`src/rtl/btn_pulse_if.sv`:
```
// Button-side bundle for btn_pulse_gen: raw buttons in, debounced step pulses and held flags out.
// master drives the buttons and consumes pulses; slave is the pulse generator.
interface btn_pulse_if;
  logic btnL;
  logic btnR;
  logic pulseL;
  logic pulseR;
  logic heldL;
  logic heldR;

  modport master (
    output btnL,
    output btnR,
    input  pulseL,
    input  pulseR,
    input  heldL,
    input  heldR
  );

  modport slave (
    input  btnL,
    input  btnR,
    output pulseL,
    output pulseR,
    output heldL,
    output heldR
  );
endinterface

```
`src/rtl/btn_pulse_gen.sv`:
```
// Synchronise, debounce and turn btnL/btnR presses into single-cycle step pulses.
// Define AUTOREPEAT_EN to emit repeat pulses while a button stays held.
module btn_pulse_gen #(
  parameter int unsigned DEBOUNCE_CYCLES = 1000000,
  parameter int unsigned REPEAT_DELAY    = 50000000,
  parameter int unsigned REPEAT_PERIOD   = 10000000,
  parameter int unsigned CNT_W           = 26
) (
  input  logic       CLK100MHZ,
  input  logic       reset,
  btn_pulse_if.slave btn
);

  typedef enum logic [2:0] {
    StIdle,
    StPressWait,
    StHeld,
`ifdef AUTOREPEAT_EN
    StRepeat,
`endif
    StReleaseWait
  } state_e;

  // Counts below 2 would let a second pulse land while the arbiter still holds one pending.
  if (DEBOUNCE_CYCLES < 2 || REPEAT_DELAY < 2 || REPEAT_PERIOD < 2) begin : g_min_check
    $error("btn_pulse_gen: DEBOUNCE_CYCLES, REPEAT_DELAY and REPEAT_PERIOD must be >= 2");
  end
  if (((64'(DEBOUNCE_CYCLES) | 64'(REPEAT_DELAY) | 64'(REPEAT_PERIOD)) >> CNT_W) != 0)
  begin : g_width_check
    $error("btn_pulse_gen: CNT_W too narrow for the configured counts");
  end

  localparam logic [CNT_W-1:0] DbCount = CNT_W'(DEBOUNCE_CYCLES);
`ifdef AUTOREPEAT_EN
  localparam logic [CNT_W-1:0] DelayLast  = CNT_W'(REPEAT_DELAY - 1);
  localparam logic [CNT_W-1:0] PeriodLast = CNT_W'(REPEAT_PERIOD - 1);
`endif

  // Index 0 is the left button, index 1 the right button.
  logic [1:0]       raw_btn;
  logic [1:0]       sync1_q;
  logic [1:0]       sync2_q;
  state_e           state_q [2];
  state_e           state_d [2];
  logic [CNT_W-1:0] timer_q [2];
  logic [CNT_W-1:0] timer_d [2];
  logic [1:0]       raw_pulse;
  logic [1:0]       held;
  logic             pulse_l_q, pulse_l_d;
  logic             pulse_r_q, pulse_r_d;
  logic             pend_q, pend_d;

  assign raw_btn = {btn.btnR, btn.btnL};

  always_ff @(posedge CLK100MHZ) begin
    if (reset) begin
      sync1_q <= '0;
      sync2_q <= '0;
    end else begin
      sync1_q <= raw_btn;
      sync2_q <= sync1_q;
    end
  end

  always_comb begin
    for (int i = 0; i < 2; i++) begin
      state_d[i]   = state_q[i];
      timer_d[i]   = timer_q[i];
      raw_pulse[i] = 1'b0;
      held[i]      = 1'b0;
      unique case (state_q[i])
        StIdle: begin
          if (sync2_q[i]) begin
            state_d[i] = StPressWait;
            timer_d[i] = CNT_W'(1);
          end
        end
        StPressWait: begin
          if (!sync2_q[i]) begin
            state_d[i] = StIdle;
            timer_d[i] = '0;
          end else if (timer_q[i] == DbCount) begin
            state_d[i]   = StHeld;
            timer_d[i]   = '0;
            raw_pulse[i] = 1'b1;
          end else begin
            timer_d[i] = timer_q[i] + 1'b1;
          end
        end
        StHeld: begin
          held[i] = 1'b1;
          if (!sync2_q[i]) begin
            state_d[i] = StReleaseWait;
            timer_d[i] = CNT_W'(1);
          end
`ifdef AUTOREPEAT_EN
          else if (timer_q[i] == DelayLast) begin
            state_d[i]   = StRepeat;
            timer_d[i]   = '0;
            raw_pulse[i] = 1'b1;
          end else begin
            timer_d[i] = timer_q[i] + 1'b1;
          end
`endif
        end
`ifdef AUTOREPEAT_EN
        StRepeat: begin
          held[i] = 1'b1;
          if (!sync2_q[i]) begin
            state_d[i] = StReleaseWait;
            timer_d[i] = CNT_W'(1);
          end else if (timer_q[i] == PeriodLast) begin
            timer_d[i]   = '0;
            raw_pulse[i] = 1'b1;
          end else begin
            timer_d[i] = timer_q[i] + 1'b1;
          end
        end
`endif
        StReleaseWait: begin
          held[i] = 1'b1;
          // A short high during release is bounce: resume holding without a new pulse.
          if (sync2_q[i]) begin
            state_d[i] = StHeld;
            timer_d[i] = '0;
          end else if (timer_q[i] == DbCount) begin
            state_d[i] = StIdle;
            timer_d[i] = '0;
          end else begin
            timer_d[i] = timer_q[i] + 1'b1;
          end
        end
        default: begin
          state_d[i] = StIdle;
          timer_d[i] = '0;
        end
      endcase
    end
  end

  // Left wins a tie; right goes out the following cycle. Counts >= 2 keep the slot free.
  always_comb begin
    pulse_l_d = raw_pulse[0];
    pulse_r_d = pend_q | (raw_pulse[1] & ~raw_pulse[0]);
    pend_d    = raw_pulse[1] & raw_pulse[0];
  end

  always_ff @(posedge CLK100MHZ) begin
    if (reset) begin
      for (int i = 0; i < 2; i++) begin
        state_q[i] <= StIdle;
        timer_q[i] <= '0;
      end
      pulse_l_q <= 1'b0;
      pulse_r_q <= 1'b0;
      pend_q    <= 1'b0;
    end else begin
      for (int i = 0; i < 2; i++) begin
        state_q[i] <= state_d[i];
        timer_q[i] <= timer_d[i];
      end
      pulse_l_q <= pulse_l_d;
      pulse_r_q <= pulse_r_d;
      pend_q    <= pend_d;
    end
  end

  assign btn.pulseL = pulse_l_q;
  assign btn.pulseR = pulse_r_q;
  assign btn.heldL  = held[0];
  assign btn.heldR  = held[1];

endmodule

```
`src/flat_wrapper.sv`:
```
// flat-port wrapper written by rule: the top's interface ports become plain ports
module btn_pulse_gen_flat 
#(
  parameter int unsigned DEBOUNCE_CYCLES = 1000000,
  parameter int unsigned REPEAT_DELAY    = 50000000,
  parameter int unsigned REPEAT_PERIOD   = 10000000,
  parameter int unsigned CNT_W           = 26
)
  (CLK100MHZ, reset, btn_btnL, btn_btnR, btn_pulseL, btn_pulseR, btn_heldL, btn_heldR);
  btn_pulse_if btn_i ();
  input  logic CLK100MHZ;
  input  logic reset;
  input wire logic [$bits(btn_i.btnL)-1:0] btn_btnL;
  input wire logic [$bits(btn_i.btnR)-1:0] btn_btnR;
  output wire logic [$bits(btn_i.pulseL)-1:0] btn_pulseL;
  output wire logic [$bits(btn_i.pulseR)-1:0] btn_pulseR;
  output wire logic [$bits(btn_i.heldL)-1:0] btn_heldL;
  output wire logic [$bits(btn_i.heldR)-1:0] btn_heldR;
  assign btn_i.btnL = btn_btnL;
  assign btn_i.btnR = btn_btnR;
  assign btn_pulseL = btn_i.pulseL;
  assign btn_pulseR = btn_i.pulseR;
  assign btn_heldL = btn_i.heldL;
  assign btn_heldR = btn_i.heldR;
  btn_pulse_gen #(.DEBOUNCE_CYCLES(DEBOUNCE_CYCLES), .REPEAT_DELAY(REPEAT_DELAY), .REPEAT_PERIOD(REPEAT_PERIOD), .CNT_W(CNT_W)) u_core (.CLK100MHZ(CLK100MHZ), .reset(reset), .btn(btn_i));
endmodule
```
`config.mk`:
```
export PLATFORM = sky130hd
export DESIGN_NAME = btn_pulse_gen_flat
export DESIGN_NICKNAME = d
export VERILOG_FILES = /design/src/rtl/btn_pulse_if.sv /design/src/rtl/btn_pulse_gen.sv /design/src/flat_wrapper.sv
export SDC_FILE = /design/constraint.sdc
export NUM_CORES = 1
export LEC_CHECK = 0
export CELL_PAD_IN_SITES_DETAIL_PLACEMENT = 0
export CELL_PAD_IN_SITES_GLOBAL_PLACEMENT = 1
export CORE_ASPECT_RATIO = 0.75
export CORE_MARGIN = 2
export CORE_UTILIZATION = 45
export CTS_CLUSTER_DIAMETER = 100
export DETAILED_ROUTE_END_ITERATION = 6
export GPL_ROUTABILITY_DRIVEN = 0
export PLACE_DENSITY = 0.84
export REMOVE_ABC_BUFFERS = 1
export SETUP_SLACK_MARGIN = 0.5
export SLEW_MARGIN = 20
export SYNTH_ARGS = -nofsm -noshare
export SYNTH_HDL_FRONTEND = slang
export SYNTH_SLANG_ARGS = --single-unit
```
`constraint.sdc`:
```
create_clock -name CLK100MHZ -period 5.4 [get_ports CLK100MHZ]
set_input_delay 1.08 -clock CLK100MHZ [delete_from_list [all_inputs] [get_ports CLK100MHZ]]
set_output_delay 1.08 -clock CLK100MHZ [all_outputs]
set_load 0.02 [all_outputs]
```
Word-level counts from Yosys, hierarchy flattened
Memory sizes are Yosys's and may differ from the RTL's. Index checks and enable logic that the tools add are counted. Widths: inputs -> output; s select.

Flip-flop bits (word level): 7. Input bits: 4. Memories: 2. Logic and storage cells: 70. RAM bits: 58.

Memory list: u_core.timer_q (depth 2, width 26, read ports 2, clocked after memory_dff 0, write ports 2, line btn_pulse_gen.sv:45) `logic [CNT_W-1:0] timer_q [2];`; u_core.state_q (depth 2, width 3, read ports 2, clocked after memory_dff 0, write ports 2, line btn_pulse_gen.sv:43) `state_e state_q [2];`.

Bitwise gates (word level): 8. Reductions and logical operators: 4. Equal/unequal tests: 8. Add/sub/neg operators: 2. Mux-type cells: 41.

Operators by type and width (count): $mux 26 (12); $pmux 26 s4 (2); $add 26x1->26 const B (2); $eq 26x20->1 const B (2); $mux 3 (14); $pmux 3 s4 (2); $eq 3x2->1 const B (4); $mux 1 (11); $eq 3x1->1 const B (2); $logic_not 3->1 (2); $or 1x1->1 (5); $reduce_or 2->1 (2); $and 1x1->1 (2); $not 1->1 (1).

Depth between registers and ports, before layout
Gate-level depths: netlist (run 1).

Word-level depth: 7. Depth in mapped cells: 8. Mapped depth without buffers: 7.

Least setup slack after synthesis (run 1)
No wires, ideal clock.

Kind: register to register. From: mem u_core.timer_q[0][0]. To: mem u_core.timer_q[0][11]. Data required time: 5.286 ns. Stages on the path, launching flop included: 9. Path buffers: 1. Arrival: 1.772 ns. Path slack: 3.513 ns. Setup time: 0.114 ns. Cell sequence: dfxtp_1 > inv_1 > ha_1 > or4b_1 > nor3_2 > a21oi_2 > a31oi_4 > buf_6 > nor2_1.

RTL lines (line): from (decl) (btn_pulse_gen.sv:45).

==> run_results.csv, run 1 <==
group,metric,value,unit
place,dpl_worst_slack,2.37,ns
detailed_routing,drc_errors,0,
timing,finClkSkew,0.00590,ns
logic_synthesis,synthArstFlopShare,0,
floorplanning,core-area,6260,sq um
timing,setup_ws,2.72,ns
worst_setup_path,criticalPathCategory,"in -> reg",
clocking,clock_latency,0.33,ns
grt,grt_pass1_vias,1997,
worst_setup_path,cp-start-kind,"input port",
timing,hold-worst-slack,0.436,ns
clocking,cts-buffers-inserted,9,
worst_setup_path,reg2reg_slack,3.06,ns
logic_synthesis,synthCells,326,
finish,final_core_util,0.507,
timing,hold_viol,0,
clocking,h-tree-depth,3,
clocking,ctsResizeCount,0,
logic_synthesis,synth_seq_area_share,0.434,
detailed_routing,drtAntennaViolNets,0,
power_and_ir_drop,power-per-cell-area,261,nW/um^2
hold_path,hp-class,"reg -> reg",
place,hpwl,3.72,mm
hold_path,min_path_cells,2,
detailed_routing,detail_route.first_pass.iterations,4,
logic_synthesis,synth_top_cell_by_area,"dfxtp_1",
logic_synthesis,avgSynthCellArea,8.90,sq um
logic_synthesis,yosysWarnings,0,
clocking,cts_tree,"yes",
worst_setup_path,reg2reg_from,"u_core.timer_q[0][0]",
worst_setup_path,worstPathMaxFanout,24,
finish,mostFrequentLayoutCells,"dfxtp_1 (63), nor2_1 (55), xor2_1 (47)",
grt,grt_pass1_wl,9.42,mm
hold_path,hp-start,"u_core.pend_q",
timing,fmax,0.373,GHz
clocking,clkSlewWorstSetupHoldPaths,0.06,ns
clocking,ctsHoldBuffers,0,
place,io_buffers,7,
clocking,post_cts_buffers,0,
logic_synthesis,ys_ff_latch,63,
worst_setup_path,reg2reg_to,"u_core.timer_q[0][7]",
timing,setup_viol,0,
logic_synthesis,ys_types,43,
power_and_ir_drop,p_leak,1.16,nW
logic_synthesis,synth_top_area_share,0.434,
finish,drive_gt1_frac,0.0710,
timing,post-route-period-util,0.496,
clocking,clockBufferDepth,2,
timing,maxSlewViolCount,0,
power_and_ir_drop,ir_drop,0.0967,mV
logic_synthesis,syn_area,2900,sq um
logic_synthesis,synth_edf_count,0,
hold_path,min_to,"u_core.btn.pulseR",
grt,grt.total_usage,0.165,
floorplanning,chipHeight,73.6,um
floorplanning,initial_core_util,0.464,
finish,final_nets,342,
timing,post-route-min-period,2.68,ns
logic_synthesis,yosys-top-cells-area,"dfxtp_1 (43%), xor2_1 (14%), nor2_1 (7.1%)",
clocking,root_buffer,"clkbuf_8",
run,maxCapViolCount,0,
timing,grt_setup_unrepaired,"false",
floorplanning,num_io_pins,8,
finish,fill_cells,589,
finish,final_common_cell,"dfxtp_1",
worst_setup_path,cp.arrival,2.86,ns
floorplanning,die_x,96.7,um
finish,syn_to_final_growth,9.35,%
power_and_ir_drop,power.total,829,uW
grt,grt_overflow,0,
detailed_routing,vias,2203,
worst_setup_path,required,5.58,ns
worst_setup_path,worstRegToRegCells,7,
clocking,cts.sinks,63,
grt,grt_start_max_net_pins,26,
detailed_routing,routed_via_density,5.26,
floorplanning,die_area,7120,sq um
detailed_routing,wl_per_cell,13.1,um
detailed_routing,drt-initial-drc-count,81,
timing,slew_headroom,0.434,
logic_synthesis,ys.flop_type,"dfxtp_1",
worst_setup_path,cp-end-kind,"flip-flop",
status,status,"finished clean",
grt,antenna_found_initial,0,
timing,tightestPinTransition,0.842,ns
timing,finalSetupTns,0,ns
finish,n_antenna_cell,0,
detailed_routing,routed_wirelength,5.47,mm
floorplanning,rows,25,
## worst max path at each step
stage / startpoint / to / cells after the start
6_report: reset / u_core.timer_q[0][7] / 4
4_1_cts: reset / u_core.timer_q[0][7] / 4
3_3_place_gp: reset / u_core.timer_q[0][18] / 4
5_1_grt: reset / u_core.timer_q[0][7] / 4
2_1_floorplan: flip-flop / u_core.timer_q[0][43] / 5
3_5_place_dp: reset / u_core.timer_q[0][7] / 4
## stage by stage
step           area, sq um  instances
2_1_floorplan         2840        315
3_3_place_gp          3020        404
3_5_place_dp          3020        404
4_1_cts               3170        419
5_1_grt               3170        419
6_report              3170        419
## layer usage
| metal | share of wire | GRT usage | up-vias |
|---|---|---|---|
| met2 | 0.39 | 0.225 | 38 |
| met4 | 0.0075 | 0.0563 | 0 |
| li1 | - | - | 1146 |
| met3 | 0.049 | 0.0571 | 4 |
| met5 | 0 | 0 | - |
| met1 | 0.55 | 0.241 | 1015 |
## flip-flops by register name (all words and copies together) (netlist names), named ones only
register	count
u_core.btn.pulseL	1
u_core.sync2_q	2
u_core.sync1_q	2
u_core.btn.pulseR	1
u_core.state_q	2
u_core.pend_q	1
u_core.timer_q	52
## final cells by class
type                            count  area [sq um]  share of cell area
Multi-Input combinational cell    244          1550               0.487
Sequential cell                    63          1260               0.397
Clock buffer                       14           153              0.0481
Tap cell                           81           101              0.0319
Timing Repair Buffer                8          77.6              0.0244
Inverter                            8          30.0             0.00946
Clock inverter                      1          5.00             0.00158
## critical path, cell delays in order
cell,delay (ns)
clkdlybuf4s50_1,0.80
inv_1,0.18
a31oi_4,0.65
nor2_1,0.14
## cell usage after synthesis, types with 2 or more instances
library cell and instances:
nor4b_1 4, nor2_1 55, a21oi_1 2, nand3_1 22
o21ai_0 2, and4_1 4, nor2b_1 5, a21oi_2 2
dfxtp_1 63, mux2i_1 2, nor2_2 5, nand4_1 24
buf_2 4, ha_1 4, nand2_1 23, and3_1 9
xor2_1 47, nor4_2 2, nor3_1 6, inv_1 8
clkbuf_1 4, buf_6 2, nor4_1 4, xnor2_1 4
## power by group
part           internal, mW  total (mW)  switching [mW]
logic               0.00725      0.0242          0.0170
clock network         0.177       0.335           0.158
registers             0.468       0.470         0.00267
## logic make-up after synthesis
kind of cell,count (synthesis),share of synthesized area
flops,63,0.434
simple gates,172,0.309
compound gates,15,0.0461
buf+inv,19,0.0328
mux,2,0.00690
fa+ha+maj,4,0.0172
xor+xnor,51,0.154
(Power assumes the default switching activity.)
==> run 2: changes to the inputs <==
--- a/config.mk
+++ b/config.mk
@@ -9,11 +9,11 @@
 export CELL_PAD_IN_SITES_GLOBAL_PLACEMENT = 1
 export CORE_ASPECT_RATIO = 0.75
 export CORE_MARGIN = 2
-export CORE_UTILIZATION = 45
+export CORE_UTILIZATION = 42
 export CTS_CLUSTER_DIAMETER = 100
 export DETAILED_ROUTE_END_ITERATION = 6
 export GPL_ROUTABILITY_DRIVEN = 0
-export PLACE_DENSITY = 0.84
+export PLACE_DENSITY = 0.82
 export REMOVE_ABC_BUFFERS = 1
 export SETUP_SLACK_MARGIN = 0.5
 export SLEW_MARGIN = 20
==> constraint.sdc (replaced) <==
create_clock -name CLK100MHZ -period 2.4 [get_ports CLK100MHZ]
set_input_delay 0.48 -clock CLK100MHZ [delete_from_list [all_inputs] [get_ports CLK100MHZ]]
set_output_delay 0.48 -clock CLK100MHZ [all_outputs]
set_load 0.02 [all_outputs]
==> run_results.csv, run 2 (synthesis results as in run 1) <==
group,metric,value,unit
grt,grt.total_usage,0.158,
grt,grt_pass1_wl,9.67,mm
clocking,clkSlewWorstSetupHoldPaths,0.07,ns
finish,mostFrequentLayoutCells,"dfxtp_1 (61), xor2_1 (47), nor2_1 (45)",
detailed_routing,drc_errors,0,
grt,grt_overflow,0,
worst_setup_path,required,2.63,ns
place,hpwl,3.87,mm
grt,antenna_found_initial,0,
detailed_routing,drtAntennaViolNets,0,
detailed_routing,routed_via_density,5.33,
clocking,cts-buffers-inserted,9,
grt,grt_start_max_net_pins,25,
clocking,clock_latency,0.34,ns
timing,hold_viol,0,
worst_setup_path,cp-start-kind,"flip-flop",
detailed_routing,wl_per_cell,14.1,um
power_and_ir_drop,power-per-cell-area,623,nW/um^2
worst_setup_path,cp.arrival,2.23,ns
timing,tightestPinTransition,0.534,ns
timing,post-route-min-period,2.00,ns
timing,maxSlewViolCount,0,
floorplanning,die_area,7600,sq um
floorplanning,initial_core_util,0.429,
place,dpl_worst_slack,0.315,ns
finish,n_antenna_cell,0,
clocking,cts_tree,"yes",
place,placed_cells,413,
clocking,clockBufferDepth,2,
finish,drive_gt1_frac,0.185,
timing,post-route-period-util,0.834,
timing,grt_setup_unrepaired,"true",
clocking,h-tree-depth,3,
timing,setup_viol,0,
detailed_routing,vias,2325,
timing,slew_headroom,0.643,
timing,finClkSkew,0.0116,ns
clocking,cts.sinks,63,
timing,finalSetupTns,0,ns
floorplanning,rows,26,
timing,fmax,0.500,GHz
finish,final_nets,355,
finish,syn_to_final_growth,21.9,%
power_and_ir_drop,ir_drop,0.368,mV
place,io_buffers,7,
worst_setup_path,cp-end-kind,"flip-flop",
power_and_ir_drop,p_leak,1.27,nW
worst_setup_path,criticalPathCategory,"reg -> reg",
hold_path,hp-class,"reg -> reg",
floorplanning,chipHeight,76.0,um
clocking,root_buffer,"clkbuf_8",
grt,grt_pass1_vias,2084,
finish,layout.cells.non_filler,436,
detailed_routing,detail_route.first_pass.iterations,4,
finish,final_common_cell,"dfxtp_1",
detailed_routing,drt-initial-drc-count,65,
detailed_routing,routed_wirelength,6.16,mm
timing,setup_ws,0.398,ns
floorplanning,num_io_pins,8,
worst_setup_path,worstPathMaxFanout,12,
run,maxCapViolCount,0,
finish,regMostFlops,"u_core.timer_q",
floorplanning,core-area,6770,sq um
floorplanning,die_x,100,um
finish,largest_reg_flops,52,
status,status,"finished clean",
clocking,ctsHoldBuffers,0,
==> run 2: cell types whose count changed in the layout (fill, tap and decap cells not counted), moves of 4 or more <==
cell,change
clkbuf_1,-4
nor2_4,+9
nor2_1,-10
buf_4,+9
==> run 2: power by group <==
group / switching [mW] / leakage [nW] / internal [mW]
sequential: 0.00647 / 0.509 / 1.05
combinational: 0.0542 / 0.646 / 0.0439
clock: 0.410 / 0.112 / 0.639
==> run 2: per-layer routing <==
metal,up-vias,GRT usage,part of all wire
li1,1166,-,-
met1,1111,0.228,0.52
met2,44,0.214,0.44
met3,4,0.0615,0.041
met4,0,0.0521,0.0073
met5,-,0,0
==> run 2: repair_timing <==
action | in CTS | in global routing
endpoints found under the setup margin | 27 | 49
buffers inserted | 0 | 5
gates resized for setup | 4 | 34
hold endpoints to repair | 0 | 0
pin swaps | 2 | 16
gates cloned | 0 | 2
==> run 2: critical path, cell delays in order, from the launching register on <==
cell and delay, ns:
dfxtp_2 0.34, inv_2 0.08, ha_4 0.12, or4b_4 0.47, nor3_4 0.20, a21oi_2 0.10
a31oi_4 0.30, clkbuf_16 0.24, nor2_2 0.04
==> run 2: layout make-up <==
cell class / instances / area [sq um]
Clock buffer: 11 / 151
Sequential cell: 63 / 1260
Clock inverter: 5 / 80.1
Inverter: 8 / 30.0
Fill cell: 628 / 3230
Timing Repair Buffer: 21 / 234
Tap cell: 84 / 105
Multi-Input combinational cell: 244 / 1670
==> run 2: final timing paths <==
| kind | slack [ns] | depth (start not counted) | end | start |
|---|---|---|---|---|
| max reg2reg | 0.40 | 8 | u_core.timer_q[0][13] | u_core.timer_q[0][0] |
| min | 0.44 | 2 | u_core.btn.pulseR | u_core.pend_q |
| min reg2reg | 0.44 | 2 | u_core.btn.pulseR | u_core.pend_q |
| max | 0.40 | 8 | u_core.timer_q[0][13] | u_core.timer_q[0][0] |
==> run 2: per-stage QoR <==
stage | hold WS, ns | total power [mW] | instance area (sq um) | utilization
after global routing | 0.470 | 2.28 | 3540 | 0.523
after CTS | 0.444 | 2.19 | 3320 | 0.491
final | 0.443 | 2.21 | 3540 | 0.523
after detailed placement | 0.435 | 1.15 | 3080 | 0.455
after floorplan | 0.405 | 1.11 | 2840 | -
after global placement | 0.425 | 1.14 | 3080 | 0.455
==> run 3: changes to the inputs <==
--- a/config.mk
+++ b/config.mk
@@ -9,11 +9,11 @@
 export CELL_PAD_IN_SITES_GLOBAL_PLACEMENT = 1
 export CORE_ASPECT_RATIO = 0.75
 export CORE_MARGIN = 2
-export CORE_UTILIZATION = 42
+export CORE_UTILIZATION = 45
 export CTS_CLUSTER_DIAMETER = 100
 export DETAILED_ROUTE_END_ITERATION = 6
 export GPL_ROUTABILITY_DRIVEN = 0
-export PLACE_DENSITY = 0.82
+export PLACE_DENSITY = 0.84
 export REMOVE_ABC_BUFFERS = 1
 export SETUP_SLACK_MARGIN = 0.5
 export SLEW_MARGIN = 20
==> constraint.sdc (replaced) <==
create_clock -name CLK100MHZ -period 1.9 [get_ports CLK100MHZ]
set_input_delay 0.38 -clock CLK100MHZ [delete_from_list [all_inputs] [get_ports CLK100MHZ]]
set_output_delay 0.38 -clock CLK100MHZ [all_outputs]
set_load 0.02 [all_outputs]
==> run_results.csv, run 3 (synthesis results as in run 1) <==
group,metric,value,unit
clocking,clockBufferDepth,2,
worst_setup_path,cp.arrival,2.20,ns
worst_setup_path,criticalPathCategory,"reg -> reg",
power_and_ir_drop,power-per-cell-area,636,nW/um^2
floorplanning,die_area,7120,sq um
grt,grt.total_usage,0.194,
clocking,cts.sinks,63,
timing,setup_viol,25,
worst_setup_path,required,2.13,ns
finish,final_nets,394,
power_and_ir_drop,clock_power_share,0.433,
status,status,"finished, violations left",
floorplanning,rows,25,
floorplanning,die_x,96.7,um
worst_setup_path,cp-end-kind,"flip-flop",
timing,setup_ws,-0.0653,ns
detailed_routing,routed_via_density,5.49,
timing,tightestPinTransition,0.405,ns
finish,drive_gt1_frac,0.422,
power_and_ir_drop,swShare,0.241,
power_and_ir_drop,p_leak,1.57,nW
timing,post-route-min-period,1.97,ns
floorplanning,num_io_pins,8,
timing,maxSlewViolCount,0,
timing,hold_viol,0,
finish,syn_to_final_growth,48.4,%
power_and_ir_drop,ir_drop,0.438,mV
grt,grt_pass1_wl,11.0,mm
timing,slew_headroom,0.729,
detailed_routing,drt-initial-drc-count,195,
status,violations,"negative setup slack",
floorplanning,chipHeight,73.6,um
floorplanning,initial_core_util,0.464,
finish,final_common_cell,"dfxtp_1",
finish,regMostFlops,"u_core.timer_q",
detailed_routing,drc_errors,0,
clocking,h-tree-depth,3,
timing,finClkSkew,0.00993,ns
power_and_ir_drop,p_seq_frac,0.485,
detailed_routing,vias,2589,
finish,final_cell_area,4310,sq um
clocking,root_buffer,"clkbuf_8",
floorplanning,core-area,6260,sq um
place,placedInstanceArea,3200,sq um
power_and_ir_drop,switching_power,661,uW
timing,grt_setup_unrepaired,"true",
run,maxCapViolCount,0,
worst_setup_path,cp-start-kind,"flip-flop",
timing,fmax,0.509,GHz
grt,grt_pass1_vias,2308,
detailed_routing,drtAntennaViolNets,0,
clocking,clkSlewWorstSetupHoldPaths,0.08,ns
worst_setup_path,worstPathMaxFanout,6,
place,hpwl,4.04,mm
detailed_routing,wl_per_cell,17.7,um
grt,antenna_found_initial,0,
clocking,clock_latency,0.35,ns
grt,grt_start_max_net_pins,13,
grt,grt_overflow,0,
power_and_ir_drop,pwr-share-comb,0.082,
power_and_ir_drop,power.internal,2.08,mW
finish,final_core_util,0.689,
detailed_routing,detail_route.first_pass.iterations,4,
finish,mostFrequentLayoutCells,"dfxtp_1 (47), xor2_1 (39), buf_4 (35)",
place,io_buffers,7,
clocking,cts-buffers-inserted,9,
timing,post-route-period-util,1.03,
finish,n_antenna_cell,0,
finish,largest_reg_flops,52,
detailed_routing,routed_wirelength,8.35,mm
hold_path,hp-class,"reg -> reg",
clocking,cts_tree,"yes",
run 3: cell types whose count changed in the layout (fill, tap and decap cells not counted), moves of 12 or more:
cell	change
buf_4	+25
dfxtp_1	-14
nor2_1	-20
nor2_4	+12
run 3: final timing paths:
path | from | end | slack (ns) | cells past startpoint
setup / recovery | u_core.timer_q[0][0] | u_core.timer_q[0][3] | -0.07 | 9
hold / removal | u_core.pend_q | u_core.btn.pulseR | 0.43 | 2
setup reg to reg | u_core.timer_q[0][0] | u_core.timer_q[0][3] | -0.07 | 9
hold reg to reg | u_core.pend_q | u_core.btn.pulseR | 0.43 | 2
run 3: metal layers:
layer / part of all wire / global-route usage / up-vias
met5: 0 / 0 / -
met4: 0.018 / 0.0720 / 0
met3: 0.054 / 0.0609 / 13
met2: 0.50 / 0.287 / 80
met1: 0.43 / 0.267 / 1259
li1: - / - / 1237
run 3: final cells by class:
cell class / count / area, sq um
sequential: 63 / 1300
clock buffer: 11 / 141
fill: 428 / 1950
multi-input combinational: 244 / 2020
timing repair buffer: 60 / 659
clock inverter: 5 / 56.3
inverter: 8 / 30.0
tap: 81 / 101
run 3: stage by stage:
stage / setup TNS (ns) / cells / setup WS (ns) / hold WS [ns] / power, mW
6_report: -0.672 / 472 / -0.0653 / 0.435 / 2.74
2_1_floorplan: -3.96 / 315 / -0.131 / 0.405 / 1.41
4_1_cts: 0 / 459 / 0.0154 / 0.438 / 2.70
3_5_place_dp: -1.51 / 424 / -0.0746 / 0.427 / 1.46
3_3_place_gp: 0 / 424 / 0.0275 / 0.418 / 1.46
5_1_grt: -1.99 / 472 / -0.106 / 0.457 / 2.82
run 3: timing repair:
action	CTS	global route
hold buffers	0	0
pin swaps	15	39
setup buffers	14	12
endpoints found under the setup margin	63	60
gates cloned	5	1
resized for setup	46	104
run 3: worst max-delay path: stages, from the launching register on:
cell and delay, ns:
dfxtp_2 0.33, inv_2 0.05, ha_1 0.13, or4b_4 0.48, nor3_4 0.17, a21oi_2 0.11
a31oi_4 0.23, buf_12 0.15, clkbuf_16 0.14, nor2_1 0.05
run 3: power by group through the flow:
stage	registers [mW]	clock network (mW)	logic [mW]
final	1.33	1.19	0.225
after global routing	1.33	1.26	0.233
after CTS	1.33	1.20	0.170
after detailed placement	1.37	0	0.0930
after global placement	1.36	0	0.0932
after floorplan	1.36	0	0.0447
